--- config.mk ---
export PLATFORM = sky130hd
export DESIGN_NAME = axi4_lite_master_fsm_flat
export DESIGN_NICKNAME = d
export VERILOG_FILES = /design/src/rtl/axi4_lite_master_fsm_if.sv /design/src/rtl/axi4_lite_master_fsm.sv /design/src/flat_wrapper.sv
export SDC_FILE = /design/constraint.sdc
export NUM_CORES = 1
export LEC_CHECK = 0
export ABC_AREA = 1
export BUFFER_PORTS_ARGS = -buffer_cell sky130_fd_sc_hd__buf_2
export CAP_MARGIN = 20
export CORE_ASPECT_RATIO = 1.5
export CORE_MARGIN = 1.5
export CORE_UTILIZATION = 51
export CTS_BUF_LIST = sky130_fd_sc_hd__clkbuf_16
export CTS_CLUSTER_SIZE = 16
export DETAILED_ROUTE_END_ITERATION = 10
export HOLD_SLACK_MARGIN = 0.06
export PLACE_DENSITY = 0.86
export SYNTH_ARGS = -nofsm -noshare
export SYNTH_HDL_FRONTEND = slang
export SYNTH_SLANG_ARGS = --single-unit
--- constraint.sdc ---
create_clock -name clk -period 3.2 [get_ports clk]
set_clock_uncertainty 0.1 [all_clocks]
set_input_delay 0.64 -clock clk [delete_from_list [all_inputs] [get_ports clk]]
set_output_delay 0.64 -clock clk [all_outputs]
set_load 0.02 [all_outputs]
--- src/rtl/axi4_lite_master_fsm_if.sv ---
// AXI4-Lite read/write channel bundle between a single-outstanding master and its slave.
// Signal names follow the AXI channel naming used across the bus fabric.
interface axi4_lite_master_fsm_if #(
  parameter int ADDR_WIDTH = 32,
  parameter int DATA_WIDTH = 32
);
  logic                      AWVALID;
  logic                      AWREADY;
  logic [ADDR_WIDTH-1:0]     AWADDR;
  logic                      WVALID;
  logic                      WREADY;
  logic [DATA_WIDTH-1:0]     WDATA;
  logic [DATA_WIDTH/8-1:0]   WSTRB;
  logic                      BVALID;
  logic                      BREADY;
  logic [1:0]                BRESP;
  logic                      ARVALID;
  logic                      ARREADY;
  logic [ADDR_WIDTH-1:0]     ARADDR;
  logic                      RVALID;
  logic                      RREADY;
  logic [DATA_WIDTH-1:0]     RDATA;
  logic [1:0]                RRESP;

  modport master (
    output AWVALID, AWADDR, WVALID, WDATA, WSTRB, BREADY, ARVALID, ARADDR, RREADY,
    input  AWREADY, WREADY, BVALID, BRESP, ARREADY, RVALID, RDATA, RRESP
  );

  modport slave (
    input  AWVALID, AWADDR, WVALID, WDATA, WSTRB, BREADY, ARVALID, ARADDR, RREADY,
    output AWREADY, WREADY, BVALID, BRESP, ARREADY, RVALID, RDATA, RRESP
  );
endinterface

--- src/rtl/axi4_lite_master_fsm.sv ---
// Single-outstanding AXI4-Lite master: turns one user command into an AR/R or AW/W/B
// exchange and returns exactly one response per command.
module axi4_lite_master_fsm #(
  parameter int ADDR_WIDTH = 32,
  parameter int DATA_WIDTH = 32
) (
  input  logic                    clk,
  input  logic                    rst,
  input  logic                    cmd_valid,
  output logic                    cmd_ready,
  input  logic                    cmd_write,
  input  logic [ADDR_WIDTH-1:0]   cmd_addr,
  input  logic [DATA_WIDTH-1:0]   cmd_wdata,
  input  logic [DATA_WIDTH/8-1:0] cmd_wstrb,
  output logic                    rsp_valid,
  input  logic                    rsp_ready,
  output logic                    rsp_write,
  output logic [DATA_WIDTH-1:0]   rsp_rdata,
  output logic [1:0]              rsp_resp,
  output logic [7:0]              err_count,
  axi4_lite_master_fsm_if.master  bus
);

  typedef enum logic [2:0] {
    IDLE    = 3'd0,
    WR_REQ  = 3'd1,
    WR_RESP = 3'd2,
    RD_REQ  = 3'd3,
    RD_DATA = 3'd4,
    RSP     = 3'd5
  } state_t;

  state_t                  state_r;
  logic [ADDR_WIDTH-1:0]   addr_r;
  logic [DATA_WIDTH-1:0]   wdata_r;
  logic [DATA_WIDTH/8-1:0] wstrb_r;
  logic                    aw_done_r;
  logic                    w_done_r;
  logic                    awvalid_r;
  logic                    wvalid_r;
  logic                    bready_r;
  logic                    arvalid_r;
  logic                    rready_r;
  logic                    cmd_ready_r;
  logic                    rsp_valid_r;
  logic                    rsp_write_r;
  logic [DATA_WIDTH-1:0]   rsp_rdata_r;
  logic [1:0]              rsp_resp_r;
  logic [7:0]              err_count_r;
  logic                    aw_done_s;
  logic                    w_done_s;

  function automatic logic [7:0] err_inc(input logic [7:0] cnt, input logic [1:0] resp);
    if ((resp != 2'b00) && (cnt != 8'hFF)) begin
      return cnt + 8'd1;
    end else begin
      return cnt;
    end
  endfunction

  // Channel completion including a handshake happening in the current cycle.
  always_comb begin
    aw_done_s = aw_done_r || (awvalid_r && bus.AWREADY);
    w_done_s  = w_done_r  || (wvalid_r  && bus.WREADY);
  end

  // Transaction FSM with all bus and response outputs registered.
  always_ff @(posedge clk or negedge rst) begin
    if (!rst) begin
      state_r     <= IDLE;
      addr_r      <= '0;
      wdata_r     <= '0;
      wstrb_r     <= '0;
      aw_done_r   <= 1'b0;
      w_done_r    <= 1'b0;
      awvalid_r   <= 1'b0;
      wvalid_r    <= 1'b0;
      bready_r    <= 1'b0;
      arvalid_r   <= 1'b0;
      rready_r    <= 1'b0;
      cmd_ready_r <= 1'b1;
      rsp_valid_r <= 1'b0;
      rsp_write_r <= 1'b0;
      rsp_rdata_r <= '0;
      rsp_resp_r  <= 2'b00;
      err_count_r <= 8'd0;
    end else begin
      case (state_r)
        IDLE: begin
          if (cmd_valid) begin
            addr_r      <= cmd_addr;
            wdata_r     <= cmd_wdata;
            wstrb_r     <= cmd_wstrb;
            aw_done_r   <= 1'b0;
            w_done_r    <= 1'b0;
            cmd_ready_r <= 1'b0;
            if (cmd_write) begin
              awvalid_r <= 1'b1;
              wvalid_r  <= 1'b1;
              state_r   <= WR_REQ;
            end else begin
              arvalid_r <= 1'b1;
              state_r   <= RD_REQ;
            end
          end
        end
        WR_REQ: begin
          // AW and W retire independently; either may finish first.
          if (awvalid_r && bus.AWREADY) begin
            awvalid_r <= 1'b0;
            aw_done_r <= 1'b1;
          end
          if (wvalid_r && bus.WREADY) begin
            wvalid_r <= 1'b0;
            w_done_r <= 1'b1;
          end
          if (aw_done_s && w_done_s) begin
            bready_r <= 1'b1;
            state_r  <= WR_RESP;
          end
        end
        WR_RESP: begin
          if (bus.BVALID) begin
            bready_r    <= 1'b0;
            rsp_resp_r  <= bus.BRESP;
            rsp_write_r <= 1'b1;
            rsp_rdata_r <= '0;
            rsp_valid_r <= 1'b1;
            err_count_r <= err_inc(err_count_r, bus.BRESP);
            state_r     <= RSP;
          end
        end
        RD_REQ: begin
          if (bus.ARREADY) begin
            arvalid_r <= 1'b0;
            rready_r  <= 1'b1;
            state_r   <= RD_DATA;
          end
        end
        RD_DATA: begin
          if (bus.RVALID) begin
            rready_r    <= 1'b0;
            rsp_rdata_r <= bus.RDATA;
            rsp_resp_r  <= bus.RRESP;
            rsp_write_r <= 1'b0;
            rsp_valid_r <= 1'b1;
            err_count_r <= err_inc(err_count_r, bus.RRESP);
            state_r     <= RSP;
          end
        end
        RSP: begin
          if (rsp_ready) begin
            rsp_valid_r <= 1'b0;
            cmd_ready_r <= 1'b1;
            state_r     <= IDLE;
          end
        end
        default: begin
          awvalid_r   <= 1'b0;
          wvalid_r    <= 1'b0;
          bready_r    <= 1'b0;
          arvalid_r   <= 1'b0;
          rready_r    <= 1'b0;
          rsp_valid_r <= 1'b0;
          cmd_ready_r <= 1'b1;
          state_r     <= IDLE;
        end
      endcase
    end
  end

  assign cmd_ready   = cmd_ready_r;
  assign rsp_valid   = rsp_valid_r;
  assign rsp_write   = rsp_write_r;
  assign rsp_rdata   = rsp_rdata_r;
  assign rsp_resp    = rsp_resp_r;
  assign err_count   = err_count_r;
  assign bus.AWVALID = awvalid_r;
  assign bus.AWADDR  = addr_r;
  assign bus.WVALID  = wvalid_r;
  assign bus.WDATA   = wdata_r;
  assign bus.WSTRB   = wstrb_r;
  assign bus.BREADY  = bready_r;
  assign bus.ARVALID = arvalid_r;
  assign bus.ARADDR  = addr_r;
  assign bus.RREADY  = rready_r;

endmodule

--- src/flat_wrapper.sv ---
// flat-port wrapper written by rule: the top's interface ports become plain ports
module axi4_lite_master_fsm_flat 
#(
  parameter int ADDR_WIDTH = 32,
  parameter int DATA_WIDTH = 32
)
  (clk, rst, cmd_valid, cmd_ready, cmd_write, cmd_addr, cmd_wdata, cmd_wstrb, rsp_valid, rsp_ready, rsp_write, rsp_rdata, rsp_resp, err_count, bus_AWVALID, bus_AWADDR, bus_WVALID, bus_WDATA, bus_WSTRB, bus_BREADY, bus_ARVALID, bus_ARADDR, bus_RREADY, bus_AWREADY, bus_WREADY, bus_BVALID, bus_BRESP, bus_ARREADY, bus_RVALID, bus_RDATA, bus_RRESP);
  axi4_lite_master_fsm_if #(.ADDR_WIDTH(ADDR_WIDTH), .DATA_WIDTH(DATA_WIDTH)) bus_i ();
  input  logic clk;
  input  logic rst;
  input  logic cmd_valid;
  output logic cmd_ready;
  input  logic cmd_write;
  input  logic [ADDR_WIDTH-1:0] cmd_addr;
  input  logic [DATA_WIDTH-1:0] cmd_wdata;
  input  logic [DATA_WIDTH/8-1:0] cmd_wstrb;
  output logic rsp_valid;
  input  logic rsp_ready;
  output logic rsp_write;
  output logic [DATA_WIDTH-1:0] rsp_rdata;
  output logic [1:0] rsp_resp;
  output logic [7:0] err_count;
  output wire logic [$bits(bus_i.AWVALID)-1:0] bus_AWVALID;
  output wire logic [$bits(bus_i.AWADDR)-1:0] bus_AWADDR;
  output wire logic [$bits(bus_i.WVALID)-1:0] bus_WVALID;
  output wire logic [$bits(bus_i.WDATA)-1:0] bus_WDATA;
  output wire logic [$bits(bus_i.WSTRB)-1:0] bus_WSTRB;
  output wire logic [$bits(bus_i.BREADY)-1:0] bus_BREADY;
  output wire logic [$bits(bus_i.ARVALID)-1:0] bus_ARVALID;
  output wire logic [$bits(bus_i.ARADDR)-1:0] bus_ARADDR;
  output wire logic [$bits(bus_i.RREADY)-1:0] bus_RREADY;
  input wire logic [$bits(bus_i.AWREADY)-1:0] bus_AWREADY;
  input wire logic [$bits(bus_i.WREADY)-1:0] bus_WREADY;
  input wire logic [$bits(bus_i.BVALID)-1:0] bus_BVALID;
  input wire logic [$bits(bus_i.BRESP)-1:0] bus_BRESP;
  input wire logic [$bits(bus_i.ARREADY)-1:0] bus_ARREADY;
  input wire logic [$bits(bus_i.RVALID)-1:0] bus_RVALID;
  input wire logic [$bits(bus_i.RDATA)-1:0] bus_RDATA;
  input wire logic [$bits(bus_i.RRESP)-1:0] bus_RRESP;
  assign bus_AWVALID = bus_i.AWVALID;
  assign bus_AWADDR = bus_i.AWADDR;
  assign bus_WVALID = bus_i.WVALID;
  assign bus_WDATA = bus_i.WDATA;
  assign bus_WSTRB = bus_i.WSTRB;
  assign bus_BREADY = bus_i.BREADY;
  assign bus_ARVALID = bus_i.ARVALID;
  assign bus_ARADDR = bus_i.ARADDR;
  assign bus_RREADY = bus_i.RREADY;
  assign bus_i.AWREADY = bus_AWREADY;
  assign bus_i.WREADY = bus_WREADY;
  assign bus_i.BVALID = bus_BVALID;
  assign bus_i.BRESP = bus_BRESP;
  assign bus_i.ARREADY = bus_ARREADY;
  assign bus_i.RVALID = bus_RVALID;
  assign bus_i.RDATA = bus_RDATA;
  assign bus_i.RRESP = bus_RRESP;
  axi4_lite_master_fsm #(.ADDR_WIDTH(ADDR_WIDTH), .DATA_WIDTH(DATA_WIDTH)) u_core (.clk(clk), .rst(rst), .cmd_valid(cmd_valid), .cmd_ready(cmd_ready), .cmd_write(cmd_write), .cmd_addr(cmd_addr), .cmd_wdata(cmd_wdata), .cmd_wstrb(cmd_wstrb), .rsp_valid(rsp_valid), .rsp_ready(rsp_ready), .rsp_write(rsp_write), .rsp_rdata(rsp_rdata), .rsp_resp(rsp_resp), .err_count(err_count), .bus(bus_i));
endmodule
Yosys cells after proc, flatten, opt, wreduce, memory -nomap -nowiden
Cells that the tools add are included.

$add $sub $neg: 1. $mul: 0. Div/mod/pow operators: 0. Order comparisons: 0. Equal/unequal tests: 18. Shift operators: 0. Muxes and demuxes: 47. Bitwise gates (word level): 6. Reductions and logical operators: 31.

Operators with widths (number): $mux W32 (2); $pmux W32 S2 (1); $mux W8 (4); $reduce_or A4 Y1 (5); $mux W1 (18); $mux W3 (6); $pmux W1 S3 (6); $pmux W3 S6 (1); $reduce_and A3 Y1 (6); $pmux W8 S2 (1); $reduce_and A4 Y1 (4); $ne A2 B2 Y1 const B (7); $ne A2 B1 Y1 const B (5); $add A8 B1 Y8 const B (1); $ne A8 B8 Y1 const B (1); $reduce_bool A2 Y1 (4); $eq A3 B2 Y1 const B (2); $eq A3 B3 Y1 const B (2); $mux W2 (3); $not A1 Y1 (6); $pmux W1 S2 (3); $reduce_and A6 Y1 (1); $logic_and A1 B1 Y1 (5); $reduce_and A5 Y1 (1); other kinds (7) (8).

Register bits after elaboration: 123. Bits in latches: 0. Memory bits (writable): 0. Bits in read-only memories: 0. Input bits: 114. Output and inout bits: 150. Memories: 0.

Logic depth before layout (Yosys ltp)
Word-level depth: 5. Mapped depth: 10. Mapped depth without buffers: 9.

Worst setup path before layout
No wires, ideal clock.

Path kind: flip-flop to flip-flop. Start point: register u_core.err_count_r[0], in the netlist u_core.err_count[0]. End point: register u_core.err_count_r[4], in the netlist u_core.err_count[4]. Setup time: 0.118 ns. Arrival time: 1.346 ns. Required time: 2.982 ns. Setup slack: 1.636 ns. Cell stages (with the launch flop): 10. Buffers on the path: 0. Clock period less this slack: 1.564 ns. Cells stage by stage: dfrtp_1 ha_1 nand2_1 nor2_1 nand2_1 nand2_1 nand2_2 nand3_2 nand2_1 nand2_1.

Cells in the longest elaborated chain, start to end: 4. Elaborated cells between the ends (all ways): 12. Classes of those cells: 1 x add/sub; 3 x eq/ne; 5 x mux; 3 x reduce/logical.

Ends and longest elaborated chain: from (decl) (line axi4_lite_master_fsm.sv:49) `logic [7:0] err_count_r;`; from (signal assigned) (line axi4_lite_master_fsm.sv:129) `err_count_r <= err_inc(err_count_r, bus.BRESP);`; from (signal assigned) (line axi4_lite_master_fsm.sv:147) `err_count_r <= err_inc(err_count_r, bus.RRESP);`; $add A8 B1 Y8 or $ne A8 B8 Y1 (tied branches) (line axi4_lite_master_fsm.sv:55, axi4_lite_master_fsm.sv:54); $mux W8 or $logic_and A1 B1 Y1 (tied branches) (line axi4_lite_master_fsm.sv:54) `if ((resp != 2'b00) && (cnt != 8'hFF)) begin`; $mux W8 (tied with other cells) (line axi4_lite_master_fsm.sv:141) `if (bus.RVALID) begin`; $pmux W8 S2 or $reduce_and A5 Y1 (tied branches).

Several ways; a longest one is shown, not always the timed one. The select of a mux whose other input is x is not followed. A chain may end at the register's enable or synchronous reset.

Worst setup path in the final report
Start point: register u_core.state_r[2]. End point: register u_core.state_r[1].

Cells in the longest elaborated chain, start to end: 3. Elaborated cells between the ends (all ways): 14. Classes of those cells: 11 x eq/ne; 1 x mux; 2 x reduce/logical.

Ends and longest elaborated chain: from (decl) (line axi4_lite_master_fsm.sv:33) `state_t state_r;`; from (signal assigned) (line axi4_lite_master_fsm.sv:70) `state_r <= IDLE;`; from (signal assigned) (line axi4_lite_master_fsm.sv:100) `state_r <= WR_REQ;`; from (signal assigned) (line axi4_lite_master_fsm.sv:103) `state_r <= RD_REQ;`; $eq A3 B1 Y1 (tied with other cells) (line axi4_lite_master_fsm.sv:88) `case (state_r)`; $ne A2 B1 Y1 (no line) or $ne A2 B2 Y1 (tied branches); $reduce_and A6 Y1 (no line).

Several ways; a longest one is shown, not always the timed one.

==> out/metrics.csv <==
stage;metric;value;unit
setup_path;Startpoint Class;flop;
cts;CTS tree;done;
status;status;completed;
floorplan;Die ar.;11900;sq um
timing;Least-Margin Pin Slew;0.722;ns
run;Max Cap Viol;0;
timing;Slew HR;0.519;
floorplan;IO Pins;264;
floorplan;row count;47;
placed_design;pre-CTS setup slack;1.04;ns
routing;drt total wl;14400;microns
cts;clock tree buffer depth;2;
power_and_ir_drop;Worst IR Drop VDD;0.656;mV
cts;CTS Sinks;123;
routing;Detail Route Antenna Nets;0;
power_and_ir_drop;total power;8.22;mW
cts;Skew-Pair Late Insertion Delay;0.40;ns
power_and_ir_drop;leakage power;4.42;nW
timing;final setup vio count;0;
logic_synthesis;Post-synth EDFFs;0;
cts;postcts setup bufs;0;
logic_synthesis;synthesized net count;782;
layout;FF/Latch Area;3080;sq um
min_path;Hold/Removal Path Class;input pin to asynchronous set/reset pin;
floorplan;Initial Util;0.523;
routing;drt initial violations;223;
logic_synthesis;top cell type's share of synthesized area;0.531;
cts;Worst-path clk slew;0.06;ns
global_routing;vias in the first global route;4750;
timing;Min Hold Slack;0.189;ns
logic_synthesis;Post-Syn Area;5750;sq um
logic_synthesis;most frequent cell after synthesis;nand2_1;
logic_synthesis;Commonest cells post-synth;317 x nand2_1, 122 x dfrtp_1, 49 x nand3_1;
cts;CTS Buf Count;17;
routing;drt drc;0;
timing;RSZ-0062 raised after global routing;false;
global_routing;first-pass GRT wire length;22700;microns
routing;Vias;5101;
timing;Setup WS post-layout;1.01;ns
timing;Final Hold Violating Endpoints;0;
global_routing;grt ovf;0;
logic_synthesis;Synth area leader;dfrtp_1;
logic_synthesis;post-synthesis sequential area ratio;0.536;
setup_path;Required @ worst endpoint;3.44;ns
logic_synthesis;main area contributors after synthesis;dfrtp_1 53%, nand2_1 21%, buf_4 5.2%, nand3_1 4.3%, nand2_2 3.6%;
timing;minimum clock period;2.19;ns
layout;area of the multi-input gates;2090;sq um
placed_design;port bufs;263;
power_and_ir_drop;Logic pwr share;0.456;
setup_path;CP Capture Type;flop;
routing;first drt pass iteration count;5;
routing;drt wl/cell;13.7;microns
logic_synthesis;Netlist cell types;33;
floorplan;Core Area;11000;sq um
logic_synthesis;Post-Syn Instances;665;
setup_path;WS Path Type;flop to flop;
placed_design;DP HPWL;10500;microns
global_routing;initial antenna violation count;1;
global_routing;gr usage total;0.249;
setup_path;worst path arrival time;2.42;ns
timing;Max Freq;457;MHz
power_and_ir_drop;switch share;0.459;
timing;TNS Setup;0;ns
floorplan;die width;89.7;microns
logic_synthesis;Synth Flop Type;dfrtp_1;
routing;via/cell ratio;4.84;
logic_synthesis;FF+latch count, synth;123;
power_and_ir_drop;P_sw;3.77;mW
setup_path;Worst Path Max Fanout;33;
power_and_ir_drop;Pint;4.45;mW
power_and_ir_drop;Seq pwr share;0.333;
logic_synthesis;Synthesis Warnings;0;
cts;cts repair resizes;0;
cts;CTS root buffer;clkbuf_16;
layout;ratio of cells with drive above 1 in the final layout;0.390;
layout;Syn-to-layout area delta;28.4;%
timing;Pins Over Slew Limit;0;
cts;cts hold-fix bufs;0;
global_routing;largest net degree at the start of global routing;70;
floorplan;Die Span Y;133;microns
logic_synthesis;Async S/R FF share, synth;1.00;
timing;fin crit share;0.683;
layout;# nets final;1009;
power_and_ir_drop;power share of the clock group;0.211;
cts;H-tree Lvls;4;
power_and_ir_drop;PwrDens;1110;nW/um^2
logic_synthesis;mean area per synthesized cell;8.65;sq um
layout;filler instances;930;
placed_design;GPL Wtd Cong;0.934;
[cell type report]
cell class	instances	share of cell area
tap	147	0.0249
antenna	2	0.000678
clock inverter	15	0.0159
clock buffer	17	0.0576
multi-input combinational	456	0.283
inverter	25	0.0127
timing repair buffer	269	0.188
sequential	123	0.417
[kinds of logic (layout without fill, tap and decap cells)]
kind of cell,count (synthesis),count (layout),synth area share
AO/OA/AOI/OAI,14,14,0.0144
XOR/XNOR,4,4,0.00609
adder cells (fa/ha/maj),3,3,0.00653
buffers and inverters,86,326,0.101
flip-flops,123,123,0.536
other,0,2,0
AND/OR/NAND/NOR,435,435,0.336
[cell usage in the layout, fill, tap and decap left out, types with 2 or more instances in the layout]
master        n
nand2_1     317
buf_2       262
dfrtp_1     122
nand3_1      49
nand2_2      33
inv_1        22
clkbuf_16    17
nor2_1       12
o21ai_0       9
nor2_4        5
nand4_1       5
buf_4         5
clkinv_4      4
inv_6         4
inv_2         3
nor3_1        3
xor2_1        3
ha_1          3
clkinvlp_4    3
diode_2       2
nand3b_4      2
nand3_2       2
nand2_4       2
o211ai_1      2
clkinv_2      2
buf_12        2
[worst paths after layout]
path                            cells past startpoint                   end                  from  slack [ns]
max in group asynchronous                           2      u_core.cmd_ready                   rst        2.02
min in group clk                                    3  u_core.bus.ARADDR[6]           cmd_addr[6]        0.32
worst min-delay path                                1   u_core.err_count[5]                   rst        0.19
worst min register to register                      2  u_core.bus.WDATA[19]  u_core.bus.WDATA[19]        0.37
worst max register to register                      8     u_core.state_r[1]     u_core.state_r[2]        1.01
worst max-delay path                                8     u_core.state_r[1]     u_core.state_r[2]        1.01
[sequential cells by signal (all words and copies together) (netlist names), 2 cells and up]
name               flops
u_core.bus.ARADDR     32
u_core.bus.WDATA      32
u_core.bus.WSTRB       4
u_core.err_count       8
u_core.rsp_rdata      32
u_core.rsp_resp        2
u_core.state_r         3
[layer usage]
layer | vias to the layer above | global-route usage | part of all wire
met4 | 0 | 0.0906 | 0.021
met2 | 250 | 0.396 | 0.48
li1 | 2488 | - | -
met3 | 26 | 0.0848 | 0.089
met5 | - | 0 | 0
met1 | 2337 | 0.311 | 0.41
[power by group through the flow]
stage,sequential [mW],clock (mW),combinational [mW]
5_1_grt,2.82,1.84,4.15
3_3_place_gp,2.73,0,3.71
3_5_place_dp,2.73,0,3.80
6_report,2.73,1.73,3.75
2_1_floorplan,3.42,0,2.21
4_1_cts,2.73,1.78,3.79
[stage by stage]
| stage | utilization | instance area (sq um) | std cells |
|---|---|---|---|
| final | 0.671 | 7380 | 1054 |
| after global routing | 0.671 | 7380 | 1052 |
| after CTS | 0.671 | 7380 | 1052 |
| after detailed placement | 0.621 | 6830 | 1020 |
| after global placement | 0.621 | 6830 | 1020 |
| after floorplan | - | 5750 | 665 |
[critical path, cell delays in order, from the launching register on]
cell     delay, ns
dfrtp_1       0.78
nor2_4        0.11
nand3_2       0.15
nand2_2       0.11
inv_2         0.41
nand2_1       0.16
nor2_2        0.17
nand2_1       0.07
nand2_1       0.05
(Power assumes the default switching activity.)
